[src/rtl/cpu_pkg.sv]
// Shared types and constants for the multicycle CPU memory path.
package cpu_pkg;

  localparam int WORD_W = 32;
  localparam int ADDR_W = 32;

  typedef enum logic [1:0] {
    IDLE   = 2'd0,
    ACCESS = 2'd1,
    FAULT  = 2'd2
  } mau_state_t;

  localparam logic [1:0] FLT_NONE     = 2'b00;
  localparam logic [1:0] FLT_MISALIGN = 2'b01;
  localparam logic [1:0] FLT_TIMEOUT  = 2'b10;
  localparam logic [1:0] FLT_CONFLICT = 2'b11;

  function automatic logic word_aligned(input logic [1:0] addr_lsb);
    return (addr_lsb == 2'b00);
  endfunction

endpackage

[src/rtl/mem_access_unit_if.sv]
// External memory port: request/ack handshake with address, write data and read data.
interface mem_access_unit_if #(
  parameter int ADDR_W = cpu_pkg::ADDR_W,
  parameter int DATA_W = cpu_pkg::WORD_W
) ();

  logic              mem_req;
  logic              mem_we;
  logic [ADDR_W-1:0] mem_addr;
  logic [DATA_W-1:0] mem_wdata;
  logic [DATA_W-1:0] mem_rdata;
  logic              mem_ack;

  modport master (
    output mem_req, mem_we, mem_addr, mem_wdata,
    input  mem_rdata, mem_ack
  );

  modport slave (
    input  mem_req, mem_we, mem_addr, mem_wdata,
    output mem_rdata, mem_ack
  );

endinterface

[src/rtl/mem_access_unit_timer.sv]
// Saturating wait counter; expired flags the last permitted request cycle.
module mem_wait_timer #(
  parameter int TIMEOUT = 15
) (
  input  logic clk,
  input  logic reset,
  input  logic clear,
  input  logic enable,
  output logic expired
);

  localparam int CNT_W = $clog2(TIMEOUT + 1);

  logic [CNT_W-1:0] r_cnt;

  always_ff @(posedge clk or negedge reset) begin
    if (!reset) begin
      r_cnt <= '0;
    end else if (clear) begin
      r_cnt <= '0;
    end else if (enable && (r_cnt != CNT_W'(TIMEOUT))) begin
      r_cnt <= r_cnt + CNT_W'(1);
    end
  end

  assign expired = (r_cnt == CNT_W'(TIMEOUT - 1));

endmodule

[src/rtl/mem_access_unit.sv]
// Turns controller MemRead/MemWrite/IRWrite/IorD strobes into one bounded req/ack
// memory transaction, capturing read data into IR/MDR and latching sticky faults.
module mem_access_unit #(
  parameter int ADDR_W  = cpu_pkg::ADDR_W,
  parameter int DATA_W  = cpu_pkg::WORD_W,
  parameter int TIMEOUT = 15
) (
  input  logic              clk,
  input  logic              reset,
  input  logic              MemRead,
  input  logic              MemWrite,
  input  logic              IRWrite,
  input  logic              IorD,
  input  logic [ADDR_W-1:0] pc,
  input  logic [ADDR_W-1:0] alu_out,
  input  logic [DATA_W-1:0] wdata,
  mem_access_unit_if.master mem,
  output logic [DATA_W-1:0] ir,
  output logic [DATA_W-1:0] mdr,
  output logic              busy,
  output logic              done,
  output logic [1:0]        fault_code
);

  cpu_pkg::mau_state_t r_state, w_state_next;

  logic              r_mem_req, w_req_next;
  logic              r_mem_we, w_we_next;
  logic [ADDR_W-1:0] r_mem_addr, w_addr_next;
  logic [DATA_W-1:0] r_mem_wdata, w_wdata_next;
  logic [DATA_W-1:0] r_ir, w_ir_next;
  logic [DATA_W-1:0] r_mdr, w_mdr_next;
  logic              r_busy, w_busy_next;
  logic              r_done, w_done_next;
  logic [1:0]        r_fault, w_fault_next;
  logic              r_ir_load, w_ir_load_next;
  logic              r_strobe_q;

  logic              w_strobe, w_accept, w_tmr_clear, w_tmr_enable, w_expired;
  logic [ADDR_W-1:0] w_sel_addr;

  assign w_strobe   = MemRead | MemWrite;
  // Only a fresh rising strobe starts a transaction, so a level held past done is inert.
  assign w_accept   = (r_state == cpu_pkg::IDLE) && w_strobe && !r_strobe_q;
  assign w_sel_addr = IorD ? alu_out : pc;

  mem_wait_timer #(.TIMEOUT(TIMEOUT)) u_timer (
    .clk     (clk),
    .reset   (reset),
    .clear   (w_tmr_clear),
    .enable  (w_tmr_enable),
    .expired (w_expired)
  );

  always_comb begin
    w_state_next   = r_state;
    w_req_next     = r_mem_req;
    w_we_next      = r_mem_we;
    w_addr_next    = r_mem_addr;
    w_wdata_next   = r_mem_wdata;
    w_ir_next      = r_ir;
    w_mdr_next     = r_mdr;
    w_busy_next    = r_busy;
    w_done_next    = 1'b0;
    w_fault_next   = r_fault;
    w_ir_load_next = r_ir_load;
    w_tmr_clear    = 1'b0;
    w_tmr_enable   = 1'b0;
    case (r_state)
      cpu_pkg::IDLE: begin
        if (w_accept) begin
          if (MemRead && MemWrite) begin
            w_fault_next = cpu_pkg::FLT_CONFLICT;
            w_state_next = cpu_pkg::FAULT;
          end else if (!cpu_pkg::word_aligned(w_sel_addr[1:0])) begin
            w_fault_next = cpu_pkg::FLT_MISALIGN;
            w_state_next = cpu_pkg::FAULT;
          end else begin
            w_addr_next    = w_sel_addr;
            w_we_next      = MemWrite;
            w_wdata_next   = wdata;
            w_ir_load_next = IRWrite & MemRead;
            w_req_next     = 1'b1;
            w_busy_next    = 1'b1;
            w_tmr_clear    = 1'b1;
            w_state_next   = cpu_pkg::ACCESS;
          end
        end
      end
      cpu_pkg::ACCESS: begin
        // Ack is checked first so an ack on the expiry edge still completes.
        if (mem.mem_ack) begin
          if (!r_mem_we) begin
            w_mdr_next = mem.mem_rdata;
            if (r_ir_load) begin
              w_ir_next = mem.mem_rdata;
            end
          end
          w_req_next   = 1'b0;
          w_busy_next  = 1'b0;
          w_done_next  = 1'b1;
          w_state_next = cpu_pkg::IDLE;
        end else if (w_expired) begin
          w_fault_next = cpu_pkg::FLT_TIMEOUT;
          w_req_next   = 1'b0;
          w_busy_next  = 1'b0;
          w_state_next = cpu_pkg::FAULT;
        end else begin
          w_tmr_enable = 1'b1;
        end
      end
      cpu_pkg::FAULT: begin
        w_req_next  = 1'b0;
        w_busy_next = 1'b0;
      end
      default: begin
        w_state_next = cpu_pkg::IDLE;
        w_req_next   = 1'b0;
        w_busy_next  = 1'b0;
      end
    endcase
  end

  always_ff @(posedge clk or negedge reset) begin
    if (!reset) begin
      r_state     <= cpu_pkg::IDLE;
      r_mem_req   <= 1'b0;
      r_mem_we    <= 1'b0;
      r_mem_addr  <= '0;
      r_mem_wdata <= '0;
      r_ir        <= '0;
      r_mdr       <= '0;
      r_busy      <= 1'b0;
      r_done      <= 1'b0;
      r_fault     <= cpu_pkg::FLT_NONE;
      r_ir_load   <= 1'b0;
      r_strobe_q  <= 1'b0;
    end else begin
      r_state     <= w_state_next;
      r_mem_req   <= w_req_next;
      r_mem_we    <= w_we_next;
      r_mem_addr  <= w_addr_next;
      r_mem_wdata <= w_wdata_next;
      r_ir        <= w_ir_next;
      r_mdr       <= w_mdr_next;
      r_busy      <= w_busy_next;
      r_done      <= w_done_next;
      r_fault     <= w_fault_next;
      r_ir_load   <= w_ir_load_next;
      r_strobe_q  <= w_strobe;
    end
  end

  assign mem.mem_req   = r_mem_req;
  assign mem.mem_we    = r_mem_we;
  assign mem.mem_addr  = r_mem_addr;
  assign mem.mem_wdata = r_mem_wdata;
  assign ir            = r_ir;
  assign mdr           = r_mdr;
  assign busy          = r_busy;
  assign done          = r_done;
  assign fault_code    = r_fault;

endmodule
[src/flat_wrapper.sv]
// flat-port wrapper written by rule: the top's interface ports become plain ports
module mem_access_unit_flat 
#(
  parameter int ADDR_W  = cpu_pkg::ADDR_W,
  parameter int DATA_W  = cpu_pkg::WORD_W,
  parameter int TIMEOUT = 15
)
  (clk, reset, MemRead, MemWrite, IRWrite, IorD, pc, alu_out, wdata, ir, mdr, busy, done, fault_code, mem_mem_req, mem_mem_we, mem_mem_addr, mem_mem_wdata, mem_mem_rdata, mem_mem_ack);
  mem_access_unit_if #(.ADDR_W(ADDR_W), .DATA_W(DATA_W)) mem_i ();
  input  logic clk;
  input  logic reset;
  input  logic MemRead;
  input  logic MemWrite;
  input  logic IRWrite;
  input  logic IorD;
  input  logic [ADDR_W-1:0] pc;
  input  logic [ADDR_W-1:0] alu_out;
  input  logic [DATA_W-1:0] wdata;
  output logic [DATA_W-1:0] ir;
  output logic [DATA_W-1:0] mdr;
  output logic busy;
  output logic done;
  output logic [1:0] fault_code;
  output wire logic [$bits(mem_i.mem_req)-1:0] mem_mem_req;
  output wire logic [$bits(mem_i.mem_we)-1:0] mem_mem_we;
  output wire logic [$bits(mem_i.mem_addr)-1:0] mem_mem_addr;
  output wire logic [$bits(mem_i.mem_wdata)-1:0] mem_mem_wdata;
  input wire logic [$bits(mem_i.mem_rdata)-1:0] mem_mem_rdata;
  input wire logic [$bits(mem_i.mem_ack)-1:0] mem_mem_ack;
  assign mem_mem_req = mem_i.mem_req;
  assign mem_mem_we = mem_i.mem_we;
  assign mem_mem_addr = mem_i.mem_addr;
  assign mem_mem_wdata = mem_i.mem_wdata;
  assign mem_i.mem_rdata = mem_mem_rdata;
  assign mem_i.mem_ack = mem_mem_ack;
  mem_access_unit #(.ADDR_W(ADDR_W), .DATA_W(DATA_W), .TIMEOUT(TIMEOUT)) u_core (.clk(clk), .reset(reset), .MemRead(MemRead), .MemWrite(MemWrite), .IRWrite(IRWrite), .IorD(IorD), .pc(pc), .alu_out(alu_out), .wdata(wdata), .mem(mem_i), .ir(ir), .mdr(mdr), .busy(busy), .done(done), .fault_code(fault_code));
endmodule
[config.mk]
export PLATFORM = sky130hd
export DESIGN_NAME = mem_access_unit_flat
export DESIGN_NICKNAME = d
export VERILOG_FILES = /design/src/rtl/cpu_pkg.sv /design/src/rtl/mem_access_unit_if.sv /design/src/rtl/mem_access_unit_timer.sv /design/src/rtl/mem_access_unit.sv /design/src/flat_wrapper.sv
export SDC_FILE = /design/constraint.sdc
export NUM_CORES = 1
export LEC_CHECK = 0
export CORE_ASPECT_RATIO = 1.1
export CORE_MARGIN = 1
export CORE_UTILIZATION = 40
export CTS_BUF_LIST = sky130_fd_sc_hd__clkbuf_8
export CTS_CLUSTER_SIZE = 24
export DETAILED_ROUTE_END_ITERATION = 6
export GPL_ROUTABILITY_DRIVEN = 0
export HOLD_SLACK_MARGIN = 0.03
export PLACE_DENSITY_LB_ADDON = 0.2
export SETUP_SLACK_MARGIN = 0.1
export SYNTH_ARGS = -nofsm -noshare
export SYNTH_HDL_FRONTEND = slang
export SYNTH_SLANG_ARGS = --single-unit
[constraint.sdc]
create_clock -name clk -period 1.93 [get_ports clk]
set_clock_uncertainty 0.2 [all_clocks]
set_input_delay 0.386 -clock clk [delete_from_list [all_inputs] [get_ports clk]]
set_output_delay 0.386 -clock clk [all_outputs]
set_load 0.05 [all_outputs]
# After elaboration in Yosys (flattened, before gate mapping)

Cells that the tools add are included.

Bits in registers: 141
Logic and storage cells: 73
Output and inout bits: 134
Input bits: 135

Muxes and demuxes: 29
Add/subtract/negate cells: 1
Bitwise logic cells: 5
Equality and inequality tests: 11
Reduce and logical (&&, ||, !) cells: 15

Operators by type and width:

| cell                                                   | number |
|---|---|
| 2-to-1 mux 32 bit                                      | 1 |
| 2-to-1 mux 2 bit                                       | 9 |
| 2-to-1 mux 1 bit                                       | 14 |
| AND reduction 4 bit                                    | 3 |
| 2-to-1 mux 4 bit                                       | 2 |
| inequality test 2 bit (second input constant)          | 4 |
| inequality test 3 bit (second input constant)          | 2 |
| case mux 2 bit (3 select lines)                        | 1 |
| AND reduction 3 bit                                    | 2 |
| AND reduction 5 bit                                    | 1 |
| adder 4 x 1 -> 4 bit (second input constant)           | 1 |
| == test 4 bit (second input constant)                  | 1 |
| logical AND 1 bit                                      | 4 |
| zero test 2 bit                                        | 2 |
| inequality test 4 bit (second input constant)          | 1 |
| case mux 2 bit (2 select lines)                        | 1 |
| nonzero test 2 bit                                     | 2 |
| NOT 1 bit                                              | 3 |
| == test 2 x 1 -> 1 bit (second input constant)         | 1 |
| == test 2 bit (second input constant)                  | 1 |
| inequality test 2 x 1 -> 1 bit (second input constant) | 1 |
| case mux 1 bit (2 select lines)                        | 1 |
| bitwise AND 1 bit                                      | 1 |
| zero test 1 bit                                        | 1 |
| bitwise OR 1 bit                                       | 1 |

# Depth between registers and ports, before layout

Depth after elaboration: 7
Depth in mapped cells: 6
Depth with buffers taken out: 6

# Modules after synthesis

A second synthesis with hierarchy kept.

Cells, all modules: 401
Area total of the unflattened synthesis: 5803.1 um^2

Modules (own cells, without submodules):

| module          | cells an instance | area each (um^2) | sequential area each (um^2) | instances |
|---|---|---|---|---|
| mem_access_unit | 378               | 5551.6           | 3428.3                      | 1 |
| mem_wait_timer  | 23                | 251.5            | 100.1                       | 1 |

# Least setup slack after synthesis

OpenSTA, ideal clock, no wires.

Path kind: input to register
Start point: input IorD
End point: register u_core.r_mem_we (netlist: u_core.mem.mem_we)
Library setup time: 0.128 ns
Buffers on the path: 2
Stages on the path: 5
Arrival time: 1.539 ns
Setup slack: 0.063 ns
Data required time: 1.602 ns
Path through: clkbuf_1 nor3b_2 o211ai_2 buf_2 mux2_1

Word-level cells in the longest chain between the ends: 3

Ends and longest elaborated chain:

| item                          | RTL line               | text |
|---|---|---|
| from (decl)                   | flat_wrapper.sv:15     | `input logic IorD;` |
| 2-to-1 mux 32 bit             | mem_access_unit.sv:45  | `assign w_sel_addr = IorD ? alu_out : pc;` |
| zero test 2 bit               | cpu_pkg.sv:19          | `return (addr_lsb == 2'b00);` |
| AND reduction 4 bit (no line) | --                     |  |
| to (signal assigned)          | mem_access_unit.sv:141 | `r_mem_we <= w_we_next;` |
| to (decl)                     | mem_access_unit.sv:28  | `logic r_mem_we, w_we_next;` |

No other way between the ends.
A chain may end at the register's enable or synchronous reset.

# Final worst setup path

Start point: register u_core.r_state[1]
End point: register u_core.r_mdr[3] (netlist: u_core.mdr[3])

Word-level cells in the longest chain between the ends: 2

Ends and longest elaborated chain:

| item                          | RTL line               | text |
|---|---|---|
| from (decl)                   | mem_access_unit.sv:25  | `cpu_pkg::mau_state_t r_state, w_state_next;` |
| from (signal assigned)        | mem_access_unit.sv:126 | `r_state <= cpu_pkg::IDLE;` |
| from (signal assigned)        | mem_access_unit.sv:139 | `r_state <= w_state_next;` |
| == test 2 x 1 -> 1 bit        | mem_access_unit.sv:69  | `case (r_state)` |
| AND reduction 3 bit (no line) | --                     |  |
| to (signal assigned)          | mem_access_unit.sv:145 | `r_mdr <= w_mdr_next;` |
| to (decl)                     | mem_access_unit.sv:32  | `logic [DATA_W-1:0] r_mdr, w_mdr_next;` |

No other way between the ends.

==> results.tsv <==
stage	metric	value	unit
floorplanning	Core ar.	0.0139	mm^2
yosys	Synth Register Bits	141	
layout	area delta synth->final	60.9	%
clocking	Max Root-Sink Buffers	2	
flow_run	maxcap violations	0	
worst_setup_path	worst r2r src	u_core.r_state[1]$_DFFE_PN0P_	
yosys	library cells used by synthesis	35	
clocking	CTS root buf	clkbuf_8	
drt	Detail Route Antenna Nets	0	
clocking	CTS tree	yes	
worst_setup_path	reg2reg end	u_core.mdr[3]$_DFFE_PN0P_	
grt	grt total ovfl	0	
worst_setup_path	reg2reg setup slack	0.11	ns
power	Pwr Total	11.2	mW
layout	# nets final	836	
timing	RSZ-0062 raised after global routing	yes	
drt	DRC errors left	0	
drt	Detailed Routing Iterations Pass 1	4	
clocking	htree depth	4	
yosys	Post-synth EDFFs	0	
timing	final setup TNS	0	ns
yosys	synthesized net count	538	
clocking	Worst-path clk slew	0.08	ns
floorplanning	Die X	116	um
grt	antenna violations before repair	0	
status	status	complete, no violations	
worst_hold_path	worst hold path class	input port to async pin	
timing	Fin Hold WS	0.206	ns
grt	gr usage total	19.1	%
yosys	Post-Syn Instances	401	
layout	commonest non-fill, non-tap cells in the layout	150 x buf_4, 140 x dfrtp_1, 132 x clkdlybuf4s50_1	
layout	Final Cell Area	0.00923	mm^2
place	PortBufs	268	
layout	most common cell after layout, fill and taps aside	buf_4	
worst_setup_path	Setup crit end	u_core.mdr[3]$_DFFE_PN0P_	
timing	Final WS setup	0.114	ns
grt	vias in the first global route	4447	
place	Placed Cells	859	
layout	non-filler cells, final	900	
yosys	Async S/R FF share, synth	100	%
clocking	later-pin clock latency in the skew report	0.42	ns
yosys	Yosys Warn Count	0	
clocking	total CTS buffers	17	
timing	final hold vios	0	
yosys	ys flop type	dfrtp_1	
drt	final wirelength	14500	um
power	Power Dens Cells	1220	mW/mm^2
worst_setup_path	Crit Path Class	flop to flop	
power	VDD IR-drop max	0.854	mV
floorplanning	initial core utilization	41.2	%
timing	Worst-Margin Slew	0.495	ns
grt	first-pass GRT wire length	21700	um
place	placed cell area	0.00853	mm^2
drt	DR WL/cell	16.1	um
drt	vias per inst	4.72	
clocking	Sink Count	141	
drt	drt initial violations	181	
timing	Period minus WS final	1.82	ns
worst_setup_path	crit start category	flop	
floorplanning	row count	45	
drt	total number of vias	4252	
layout	Antenna diodes	0	
worst_setup_path	Max Fanout on Critical Path	8	
worst_setup_path	Critical Path AT	1.92	ns
timing	Slew Limit Fails	0	
timing	crit share post-route	94.1	%
place	post-DP HPWL	10400	um
timing	relative slew slack	67.0	%
worst_setup_path	required time of the worst setup path	2.03	ns
yosys	sequential area share after synthesis	61.5	%
floorplanning	DIE AREA	0.0148	mm^2
timing	# setup viols final	0	
power	Static Leak	4.71	nW
layout	Util after Layout	66.4	%
worst_setup_path	CP endpoint kind	flop	
grt	largest net degree at the start of global routing	55	
layout	share of layout cells above drive strength 1	37.2	%
floorplanning	die height	128	um
place	Setup WS pre-CTS	-0.281	ns
yosys	Synth Area per Inst	14.3	um^2
yosys	post-synthesis cell area	0.00574	mm^2
timing	Fmax achieved	0.551	GHz
worst_setup_path	CP startpoint	u_core.r_state[1]$_DFFE_PN0P_	
worst_setup_path	R2R cell count	5	
floorplanning	I/O pins	269	
==> cell usage after synthesis (all sizes together) (2+ instances only) <==
| cell type | n | share of area (%) |
|---|---|---|
| a21oi | 2 | 0.17 |
| and2 | 2 | 0.22 |
| buf | 12 | 1.5 |
| clkbuf | 10 | 0.65 |
| dfrtp | 141 | 62 |
| ha | 2 | 0.44 |
| inv | 4 | 0.26 |
| mux2 | 98 | 21 |
| mux2i | 30 | 5.2 |
| nand2 | 37 | 2.6 |
| nand3 | 4 | 0.35 |
| nor2 | 2 | 0.13 |
| nor2b | 2 | 0.22 |
| nor3 | 4 | 0.35 |
| nor3b | 2 | 0.44 |
| o21ai | 34 | 3.0 |
| or2 | 2 | 0.22 |
| xor2 | 2 | 0.31 |
==> how the worst min path moves through the flow <==
stage / from / to / slack, ns
3_3_place_gp: reset / u_core.ir[21]$_DFFE_PN0P_ / 0.09
5_1_grt: reset / u_core.mdr[21]$_DFFE_PN0P_ / 0.19
4_1_cts: reset / u_core.ir[21]$_DFFE_PN0P_ / 0.18
6_report: reset / u_core.ir[21]$_DFFE_PN0P_ / 0.21
3_5_place_dp: reset / u_core.ir[21]$_DFFE_PN0P_ / 0.09
2_1_floorplan: reset / u_core.busy$_DFFE_PN0P_ / -0.11
==> cells by family after synthesis <==
kind of cell / Yosys count / share of synthesized area, %
flops: 141 / 61.5
xor+xnor: 3 / 0.458
mux: 128 / 26.2
buf+inv: 26 / 2.38
compound gates: 42 / 4.01
simple gates: 59 / 4.95
fa+ha+maj: 2 / 0.436
==> timing repair <==
| action | in CTS | in global routing |
|---|---|---|
| resized for setup | 0 | 30 |
| hold endpoints to repair | 141 | 0 |
| setup buffers | 0 | 4 |
| hold buffers | 1 | 0 |
| endpoints found under the setup margin | 0 | 123 |
==> worst max-delay path: stages, from the launching register on <==
cell and delay, ns:
dfrtp_2 0.44, and3b_2 0.24, nor2b_4 0.20, buf_12 0.15, buf_8 0.14, mux2_1 0.33
==> state kept, by name, summed over array words and instances, names as in the netlist <==
register              flops
u_core.mem.mem_wdata     32
u_core.r_ir_load          1
u_core.mdr               32
u_core.mem.mem_we         1
u_core.fault_code         2
u_core.r_strobe_q         1
u_core.busy               1
u_core.done               1
u_core.r_state            2
u_core.ir                32
u_core.mem.mem_addr      32
u_core.u_timer.r_cnt      4
==> where the power goes <==
part | total [mW] | switching [mW] | internal (mW)
Combinational | 4.56 | 3.02 | 1.54
Clock | 2.68 | 1.14 | 1.54
Sequential | 4.01 | 0.391 | 3.62
==> area by class of cell <==
class / count / area [um^2]
fillers: 1047 / 4680
repair buffers: 301 / 2800
flip-flops and latches: 141 / 3530
clock buffers: 17 / 234
well taps: 188 / 235
multi-input cells: 234 / 2190
inverters: 4 / 15.0
clock inverters: 15 / 220
==> metal layers <==
metal,vias to the layer above,GRT usage [%],wire length [um]
li1,1992,-,-
met1,2068,22.0,5770
met2,170,32.8,7480
met3,22,6.31,971
met4,0,7.09,251
met5,-,0,0
Note: power is estimated with default switching activity, not from simulation.
